## src/rtl/synth_pkg.sv

```systemverilog
// Shared types and constants for the note_voice oscillator/envelope datapath.
// sine_value() builds the quarter-symmetric sine table at elaboration time.
package synth_pkg;

    localparam int                PHASE_W    = 24;
    localparam int                SAMPLE_W   = 16;
    localparam logic [15:0]       ENV_MAX    = 16'hFFFF;
    localparam logic signed [15:0] FULL_SCALE = 16'sd32767;

    typedef enum logic [1:0] {
        IDLE    = 2'd0,
        ATTACK  = 2'd1,
        SUSTAIN = 2'd2,
        RELEASE = 2'd3
    } env_state_t;

    localparam logic [1:0] WAVE_SAW    = 2'd0;
    localparam logic [1:0] WAVE_SQUARE = 2'd1;
    localparam logic [1:0] WAVE_TRI    = 2'd2;
    localparam logic [1:0] WAVE_SINE   = 2'd3;

    // Q30 Taylor series on the first quadrant; other quadrants by symmetry.
    function automatic logic signed [15:0] sine_value(input int idx);
        longint x;
        longint term;
        longint sum;
        longint mag;
        int     k;
        bit     neg;
        k   = (idx[6]) ? (64 - (idx & 63)) : (idx & 63);
        neg = idx[7];
        x    = (longint'(k) * 64'sd3373259426) / 64'sd128;
        term = x;
        sum  = x;
        for (int n = 1; n <= 8; n++) begin
            term = -((term * x) >>> 30) / longint'((2 * n) * (2 * n + 1));
            sum  = sum + term;
        end
        mag = (sum * 64'sd32767 + 64'sd536870912) >>> 30;
        if (mag > 64'sd32767) mag = 64'sd32767;
        if (mag < 64'sd0)     mag = 64'sd0;
        return 16'(neg ? -mag : mag);
    endfunction

endpackage

```

## src/rtl/sine_rom.sv

```systemverilog
// Synchronous 256x16 signed sine ROM, peak +/-32767; exists only when
// SINE_LUT_EN is defined so the default build carries no unused module.
`ifdef SINE_LUT_EN
module sine_rom
    import synth_pkg::*;
(
    input  logic               clk,
    input  logic               en,
    input  logic [7:0]         addr,
    output logic signed [15:0] data
);

    logic signed [15:0] rom [256];

    for (genvar i = 0; i < 256; i++) begin : g_rom
        localparam logic signed [15:0] VALUE = sine_value(i);
        assign rom[i] = VALUE;
    end

    always_ff @(posedge clk) begin
        if (en) data <= rom[addr];
    end

endmodule
`endif

```

## src/rtl/note_voice.sv

```systemverilog
// Single voice: phase accumulator, waveform shaper, A/S/R envelope, 2-stage output pipe.
// SINE_LUT_EN defined: wave_sel=3 plays a sine ROM; undefined: wave_sel=3 is silence.
module note_voice
    import synth_pkg::*;
#(
    parameter logic [15:0] ATTACK_STEP  = 16'd64,
    parameter logic [15:0] RELEASE_STEP = 16'd32
) (
    input  logic                Clk,
    input  logic                Reset_n,
    input  logic                sample_tick,
    input  logic [23:0]         note_in,
    input  logic [1:0]          wave_sel,
    output logic signed [15:0]  sample_out,
    output logic                sample_valid,
    output logic                voice_active,
    output env_state_t          dbg_state,
    output logic [15:0]         dbg_env,
    output logic [23:0]         dbg_phase
);

    env_state_t         state_q, state_d;
    logic [PHASE_W-1:0] phase_q, phase_d;
    logic [PHASE_W-1:0] held_q, held_d;
    logic [PHASE_W-1:0] eff_inc;
    logic [15:0]        env_q, env_d;
    logic [16:0]        env_up, env_dn;
    logic               gate;
    logic               active_q;

    assign gate    = (note_in != '0);
    assign eff_inc = gate ? note_in : held_q;
    assign env_up  = {1'b0, env_q} + {1'b0, ATTACK_STEP};
    assign env_dn  = {1'b0, env_q} - {1'b0, RELEASE_STEP};

    always_ff @(posedge Clk or negedge Reset_n) begin
        if (!Reset_n) begin
            state_q  <= IDLE;
            phase_q  <= '0;
            held_q   <= '0;
            env_q    <= '0;
            active_q <= 1'b0;
        end else begin
            state_q  <= state_d;
            phase_q  <= phase_d;
            held_q   <= held_d;
            env_q    <= env_d;
            active_q <= (state_d != IDLE);
        end
    end

    always_comb begin
        state_d = state_q;
        env_d   = env_q;
        phase_d = phase_q;
        held_d  = held_q;
        if (sample_tick) begin
            if (gate) held_d = note_in;
            // A note change while gated is legato: only the increment changes.
            phase_d = (state_q == IDLE) ? '0 : phase_q + eff_inc;
            case (state_q)
                IDLE: begin
                    if (gate) begin
                        state_d = ATTACK;
                        env_d   = ATTACK_STEP;
                    end
                end
                ATTACK: begin
                    if (!gate) begin
                        state_d = RELEASE;
                    end else if (env_up[16] || env_up[15:0] == ENV_MAX) begin
                        state_d = SUSTAIN;
                        env_d   = ENV_MAX;
                    end else begin
                        env_d = env_up[15:0];
                    end
                end
                SUSTAIN: begin
                    env_d = ENV_MAX;
                    if (!gate) state_d = RELEASE;
                end
                RELEASE: begin
                    if (gate) begin
                        state_d = ATTACK;
                    end else if (env_dn[16] || env_dn[15:0] == '0) begin
                        state_d = IDLE;
                        env_d   = '0;
                    end else begin
                        env_d = env_dn[15:0];
                    end
                end
                default: state_d = IDLE;
            endcase
        end
    end

    // Stage 1: shape the wave from the just-updated phase; wave_sel is sampled here.
    logic               tick_q;
    logic               wave_vld_q;
    logic signed [15:0] wave_c;
    logic signed [15:0] wave_q;
    logic signed [15:0] wave_s1;
    logic [15:0]        env_s1_q;

    always_comb begin
        wave_c = '0;
        case (wave_sel)
            WAVE_SAW:    wave_c = phase_q[23:8] ^ 16'h8000;
            WAVE_SQUARE: wave_c = phase_q[23] ? -FULL_SCALE : FULL_SCALE;
            WAVE_TRI:    wave_c = (phase_q[23] ? ~phase_q[22:7] : phase_q[22:7]) ^ 16'h8000;
            default:     wave_c = '0;
        endcase
    end

    always_ff @(posedge Clk or negedge Reset_n) begin
        if (!Reset_n) begin
            tick_q     <= 1'b0;
            wave_vld_q <= 1'b0;
            wave_q     <= '0;
            env_s1_q   <= '0;
        end else begin
            tick_q     <= sample_tick;
            wave_vld_q <= tick_q;
            if (tick_q) begin
                wave_q   <= wave_c;
                env_s1_q <= env_q;
            end
        end
    end

`ifdef SINE_LUT_EN
    logic               sine_sel_q;
    logic signed [15:0] sine_q;

    sine_rom u_sine_rom (
        .clk  (Clk),
        .en   (tick_q),
        .addr (phase_q[23:16]),
        .data (sine_q)
    );

    always_ff @(posedge Clk or negedge Reset_n) begin
        if (!Reset_n)    sine_sel_q <= 1'b0;
        else if (tick_q) sine_sel_q <= (wave_sel == WAVE_SINE);
    end

    assign wave_s1 = sine_sel_q ? sine_q : wave_q;
`else
    assign wave_s1 = wave_q;
`endif

    // Stage 2: signed wave x unsigned env, arithmetic floor by 2^16.
    logic signed [32:0] prod;
    logic               prod_unused;

    assign prod        = $signed({{17{wave_s1[15]}}, wave_s1}) * $signed({17'b0, env_s1_q});
    assign prod_unused = ^{prod[32], prod[15:0]};

    always_ff @(posedge Clk or negedge Reset_n) begin
        if (!Reset_n) begin
            sample_out   <= '0;
            sample_valid <= 1'b0;
        end else begin
            sample_valid <= wave_vld_q;
            if (wave_vld_q) sample_out <= prod[31:16];
        end
    end

    assign voice_active = active_q;
    assign dbg_state    = state_q;
    assign dbg_env      = env_q;
    assign dbg_phase    = phase_q;

endmodule

```

## config.mk

```make
export PLATFORM = sky130hd
export DESIGN_NAME = note_voice
export DESIGN_NICKNAME = d
export VERILOG_FILES = /design/src/rtl/synth_pkg.sv /design/src/rtl/sine_rom.sv /design/src/rtl/note_voice.sv
export SDC_FILE = /design/constraint.sdc
export NUM_CORES = 1
export LEC_CHECK = 0
export CAP_MARGIN = 0
export CORE_MARGIN = 4
export CORE_UTILIZATION = 45
export DETAILED_ROUTE_END_ITERATION = 7
export GPL_ROUTABILITY_DRIVEN = 1
export PLACE_DENSITY = 0.7
export SLEW_MARGIN = 25
export SYNTH_ARGS = -nofsm -noshare
export SYNTH_HDL_FRONTEND = slang
export SYNTH_SLANG_ARGS = --single-unit
```

## constraint.sdc

```tcl
create_clock -name Clk -period 17.65 [get_ports Clk]
set_clock_uncertainty 0.15 [all_clocks]
set_input_delay 5.295 -clock Clk [delete_from_list [all_inputs] [get_ports Clk]]
set_output_delay 5.295 -clock Clk [all_outputs]
set_load 0.02 [all_outputs]
```

==> results.ini, run 1 <==
[flow_run]
drv_cap=0

[setup_path]
cp.required_ns=17.76
critPathMaxFanout=22
crit_arrival_ns=9.57
critical_path_class=input port to register
cp-end-kind=register
crit_path_start_kind=input port

[clock_tree]
cts_buffers=9
cts_hold_buf=0
cts_sinks=110
clockBufferDepth=2
worstSkewPairLatency_ns=0.38
cts_tree=done
post_cts_buffers=0
cts_root_buf=clkbuf_16
cts_resized=0
htreeDepth=3
cts.clk_slew.worst_paths_ns=0.08

[logic_synthesis]
synth.distinct_cells=68
syn_area_um2=14220
synth-seq-area-share_pct=19.36
syn_avg_cell_area_um2=8.995
synthArstFlopShare_pct=100.0
synth_edf_count=0
synthFlopType=dfrtp_1
yosysWarningCount=0
synth.net_count=1930
synthesis.instances=1581
ys_ff_latch=110

[floorplanning]
coreArea_um2=30910
die_y_um=185.8
die_area_um2=34510
dieWidth_um=185.8
pin_count=89
initial_core_util_pct=46.01
num_rows=64

[placement]
gp_congestion=0.8868
dp_hpwl_um=24820
io_buffers=88

[timing]
fmax_mhz=105.7
final_max_slew_viol_count=0
rsz0062_at_grt=false
finalSetupViolations=0
min_period_over_period_pct=53.62
max_slew_margin_pct=35.37
fin_crit_ns=9.464
fin_setup_tns_ns=0
final_hold_viol_count=0
tightest_slew_ns=0.9659

[routing]
routed-wl-met2_um=15050
via_per_inst=5.425
ant_nets=0
first_iter_violations=617
vias=10878
drtPass1Iterations=5
wl_met3_um=1617
wl_met1_um=14730
routed.top_layer=met4
drt-total-wl_um=32130
routedWlPerCell_um=16.03
drc=0

[finish]
fillCellCount=2861
nets=1953
drive_gt1_share_pct=4.972
fin_util_pct=50.65
seqCellArea_um2=2753
multiInputGateArea_um2=10130
area_delta_synth_final_pct=10.09
n_antenna_cell=0

[global_route]
grt_max_degree=57
track_usage_pct=19.76
grt_pass1_vias=11494
grt-ovfl-total=0
antenna_found_initial=0
grt_pass1_wl_um=56210

[hold_path]
hold_class=register to register

[status]
status=finished clean

-- state kept, by name, summed over array words and instances, names as in the netlist --
register,count
dbg_env,12
dbg_phase,24
dbg_state,2
env_s1_q,12
held_q,24
sample_out,16
sample_valid,1
tick_q,1
voice_active,1
wave_q,16
wave_vld_q,1
-- Yosys cell counts (all sizes together), types with 23 or more instances --
library cell | count | area [um2]
xnor2 | 24 | 210.2
nor2 | 60 | 232.7
o22ai | 24 | 150.1
nand2 | 170 | 638.1
and2 | 82 | 513.0
mux2 | 35 | 394.1
fa | 171 | 3423
xor2 | 23 | 201.4
ha | 149 | 1864
o21ai | 40 | 200.2
a21oi | 76 | 380.4
inv | 276 | 1036
clkbuf | 70 | 262.8
dfrtp | 110 | 2753
a21o | 43 | 324.1
-- final cells by class --
cell class / instances / area share [%]
multi-input combinational: 1112 / 64.70
sequential: 110 / 17.58
inverter: 276 / 6.617
timing repair buffer: 95 / 5.946
tap: 396 / 3.165
clock buffer: 9 / 1.439
clock inverter: 7 / 0.5514
-- critical path, stage by stage --
cell,delay [ns]
clkdlybuf4s50_1,0.46
nor4_1,0.45
nand4_1,0.26
nor2_2,0.38
buf_4,0.33
a21o_1,0.18
ha_1,0.28
and3_1,0.22
a2111oi_2,0.47
o21ai_1,0.18
a211oi_2,0.27
o31ai_1,0.18
a21oi_1,0.23
nor4b_1,0.08
a211o_1,0.30
-- layer usage --
layer | GRT usage (%) | vias to the layer above
met1 | 27.33 | 5318
met4 | 5.975 | 0
met5 | 0 | -
met2 | 32.63 | 305
met3 | 2.619 | 46
li1 | - | 5209
-- cell families (layout without fill, tap and decap cells) --
kind of cell / Yosys count / after routing / synth area share (%)
muxes: 38 / 38 / 2.983
buffers and inverters: 359 / 387 / 9.608
DFF: 110 / 110 / 19.36
xor gates and xnor gates: 47 / 47 / 2.895
adders and majority gates: 322 / 322 / 37.32
AOI/OAI and AO/OA: 286 / 286 / 13.54
and+or+nand+nor: 419 / 419 / 14.30
-- final timing paths --
kind | startpoint | endpoint | slack [ns] | depth (start not counted)
hold reg to reg | sample_out[13]$_DFFE_PN0P_ | sample_out[13]$_DFFE_PN0P_ | 0.34 | 2
min in group asynchronous | Reset_n | held_q[2]$_DFFE_PN0P_ | 4.81 | 1
setup reg to reg | env_s1_q[5]$_DFFE_PN0P_ | sample_out[8]$_DFFE_PN0P_ | 10.89 | 21
max in group asynchronous | Reset_n | sample_out[9]$_DFFE_PN0P_ | 11.28 | 2
hold / removal | sample_out[13]$_DFFE_PN0P_ | sample_out[13]$_DFFE_PN0P_ | 0.34 | 2
setup / recovery | note_in[1] | dbg_phase[20]$_DFFE_PN0P_ | 8.19 | 15
-- layout by cell type, fill, tap and decap left out, types with 4 or more instances in the layout --
cell and n:
or3_1 9, a31o_2 6, nand4_1 6, ha_1 149
clkbuf_16 9, nand2_1 170, o21ai_1 8, a21oi_1 76
clkdlybuf4s50_1 87, a221oi_1 4, inv_1 275, nor2b_1 7
a211o_1 5, nand2b_1 15, dfrtp_1 110, o22ai_1 24
a21o_1 42, mux2_2 35, o21a_1 20, o21bai_1 6
fa_1 171, o31ai_1 5, nor4_1 10, o221ai_1 18
a31oi_1 6, nor2_1 58, and2_1 82, buf_4 8
xnor2_1 24, inv_8 4, o211ai_1 5, nor3_1 13
o21ai_0 30, xor2_1 23, nand3_1 21, and3_1 13
-- stage by stage --
step                instances  worst slack, ns  cell area (um2)  hold WS (ns)
floorplan                1581            8.868            14220        0.2019
global placement         1989            7.884            15330        0.3094
detailed placement       1989            7.812            15340        0.3213
CTS                      2005            8.182            15650        0.3425
global route             2005            7.845            15660        0.3614
finish                   2005            8.186            15660        0.3375
Power of run 1 is left out: the tool's default activity adds up to more than one toggle a clock period on the data nets, which glitch-free logic cannot reach.
==> inputs of run 2 (changes only) <==
clock period = 8.95 ns   (was 17.65 ns; I/O delays follow)
==> results.ini, run 2 (synthesized netlist as in run 1, its figures left out) <==
[finish]
mostFrequentLayoutCells=inv_1 (275), fa_1 (171), nand2_1 (170), ha_1 (149), dfrtp_1 (110)
area_delta_synth_final_pct=9.933
n_antenna_cell=0
fillCellCount=2877
nets=1953
final_common_cell=inv_1
drive_gt1_share_pct=4.910

[routing]
via_per_inst=5.473
drc=0
drtPass1Iterations=5
first_iter_violations=551
drt-total-wl_um=32370
routedWlPerCell_um=16.15
vias=10973
ant_nets=0

[setup_path]
r2r_start=env_s1_q[5]$_DFFE_PN0P_
cp-end-kind=register
critical_path_class=input port to register
r2r_setup_slack_ns=2.18
rr_worst_depth=21
crit_path_start_kind=input port
critPathMaxFanout=17
cp-startpoint=note_in[1]
crit_arrival_ns=7.09
endpoint=dbg_phase[23]$_DFFE_PN0P_
cp.required_ns=9.09
reg2reg_to=sample_out[14]$_DFFE_PN0P_

[clock_tree]
cts_sinks=110
post_cts_buffers=0
worstSkewPairLatency_ns=0.37
cts_hold_buf=0
cts_tree=done
cts_resized=0
cts.clk_slew.worst_paths_ns=0.08
htreeDepth=3
clockBufferDepth=2
cts_buffers=9
cts_root_buf=clkbuf_16

[timing]
fmax_mhz=143.8
final_max_slew_viol_count=0
min_period_over_period_pct=77.67
fin_crit_ns=6.952
finalSetupViolations=0
hold_ws_ns=0.3310
rsz0062_at_grt=false
tightest_slew_ns=1.010
final_hold_viol_count=0
max_slew_margin_pct=32.53
fin_setup_tns_ns=0

[global_route]
grt_pass1_vias=11655
grt_max_degree=59
track_usage_pct=20.15
grt-ovfl-total=0
antenna_found_initial=0
grt_pass1_wl_um=57290

[placement]
dp_hpwl_um=25100
gp_congestion=0.8818
io_buffers=88

[floorplanning]
pin_count=89
initial_core_util_pct=46.01
num_rows=64
die_area_um2=34510
dieWidth_um=185.8
die_y_um=185.8
coreArea_um2=30910

[hold_path]
hold_class=register to register

[status]
status=finished clean

[flow_run]
drv_cap=0

==> run 2: worst min path at each step <==
stage	start	cells past startpoint	to	slack, ns
floorplan	wave_vld_q$_DFF_PN0_	0	sample_valid$_DFF_PN0_	0.20
global route	sample_out[4]$_DFFE_PN0P_	2	sample_out[4]$_DFFE_PN0P_	0.36
CTS	held_q[14]$_DFFE_PN0P_	2	held_q[14]$_DFFE_PN0P_	0.33
finish	held_q[14]$_DFFE_PN0P_	2	held_q[14]$_DFFE_PN0P_	0.33
global placement	held_q[17]$_DFFE_PN0P_	2	held_q[17]$_DFFE_PN0P_	0.31
detailed placement	held_q[18]$_DFFE_PN0P_	2	held_q[18]$_DFFE_PN0P_	0.31
==> run 2: layout make-up <==
type,instances,area (um2),share of cell area [%]
Tap cell,396,495.5,3.169
Multi-Input combinational cell,1112,10130,64.78
Clock inverter,7,66.31,0.4242
Sequential cell,110,2753,17.61
Inverter,276,1036,6.627
Clock buffer,9,225.2,1.441
Timing Repair Buffer,95,930.9,5.954
==> run 2: layer usage <==
| layer | up-vias | track usage, % | wire length, um |
|---|---|---|---|
| met5 | - | 0 | 0 |
| met4 | 0 | 5.596 | 696 |
| met1 | 5435 | 27.50 | 14760 |
| met3 | 58 | 2.970 | 1499 |
| li1 | 5194 | - | - |
| met2 | 286 | 33.69 | 15420 |
==> run 2: stage by stage <==
| step | area [um2] | util [%] | cells | setup slack, ns |
|---|---|---|---|---|
| floorplan | 14220 | - | 1581 | 2.727 |
| global placement | 15330 | 49.59 | 1989 | 1.769 |
| detailed placement | 15340 | 49.64 | 1989 | 1.646 |
| CTS | 15630 | 50.58 | 2005 | 2.025 |
| global route | 15630 | 50.58 | 2005 | 1.797 |
| finish | 15630 | 50.58 | 2005 | 1.998 |
==> run 2: critical path, stage by stage <==
cell and delay [ns]:
clkdlybuf4s50_1 0.46, nor4_1 0.53, nand4_1 0.28, nor2_2 0.54, buf_4 0.32, a21o_1 0.15, ha_1 0.28, and3_1 0.24
and3_1 0.18, a2bb2oi_1 0.15, nand2_1 0.10, o41a_1 0.44, mux2i_1 0.16, or4_1 0.48, o211ai_1 0.09
Power of run 2 is left out for the same reason.
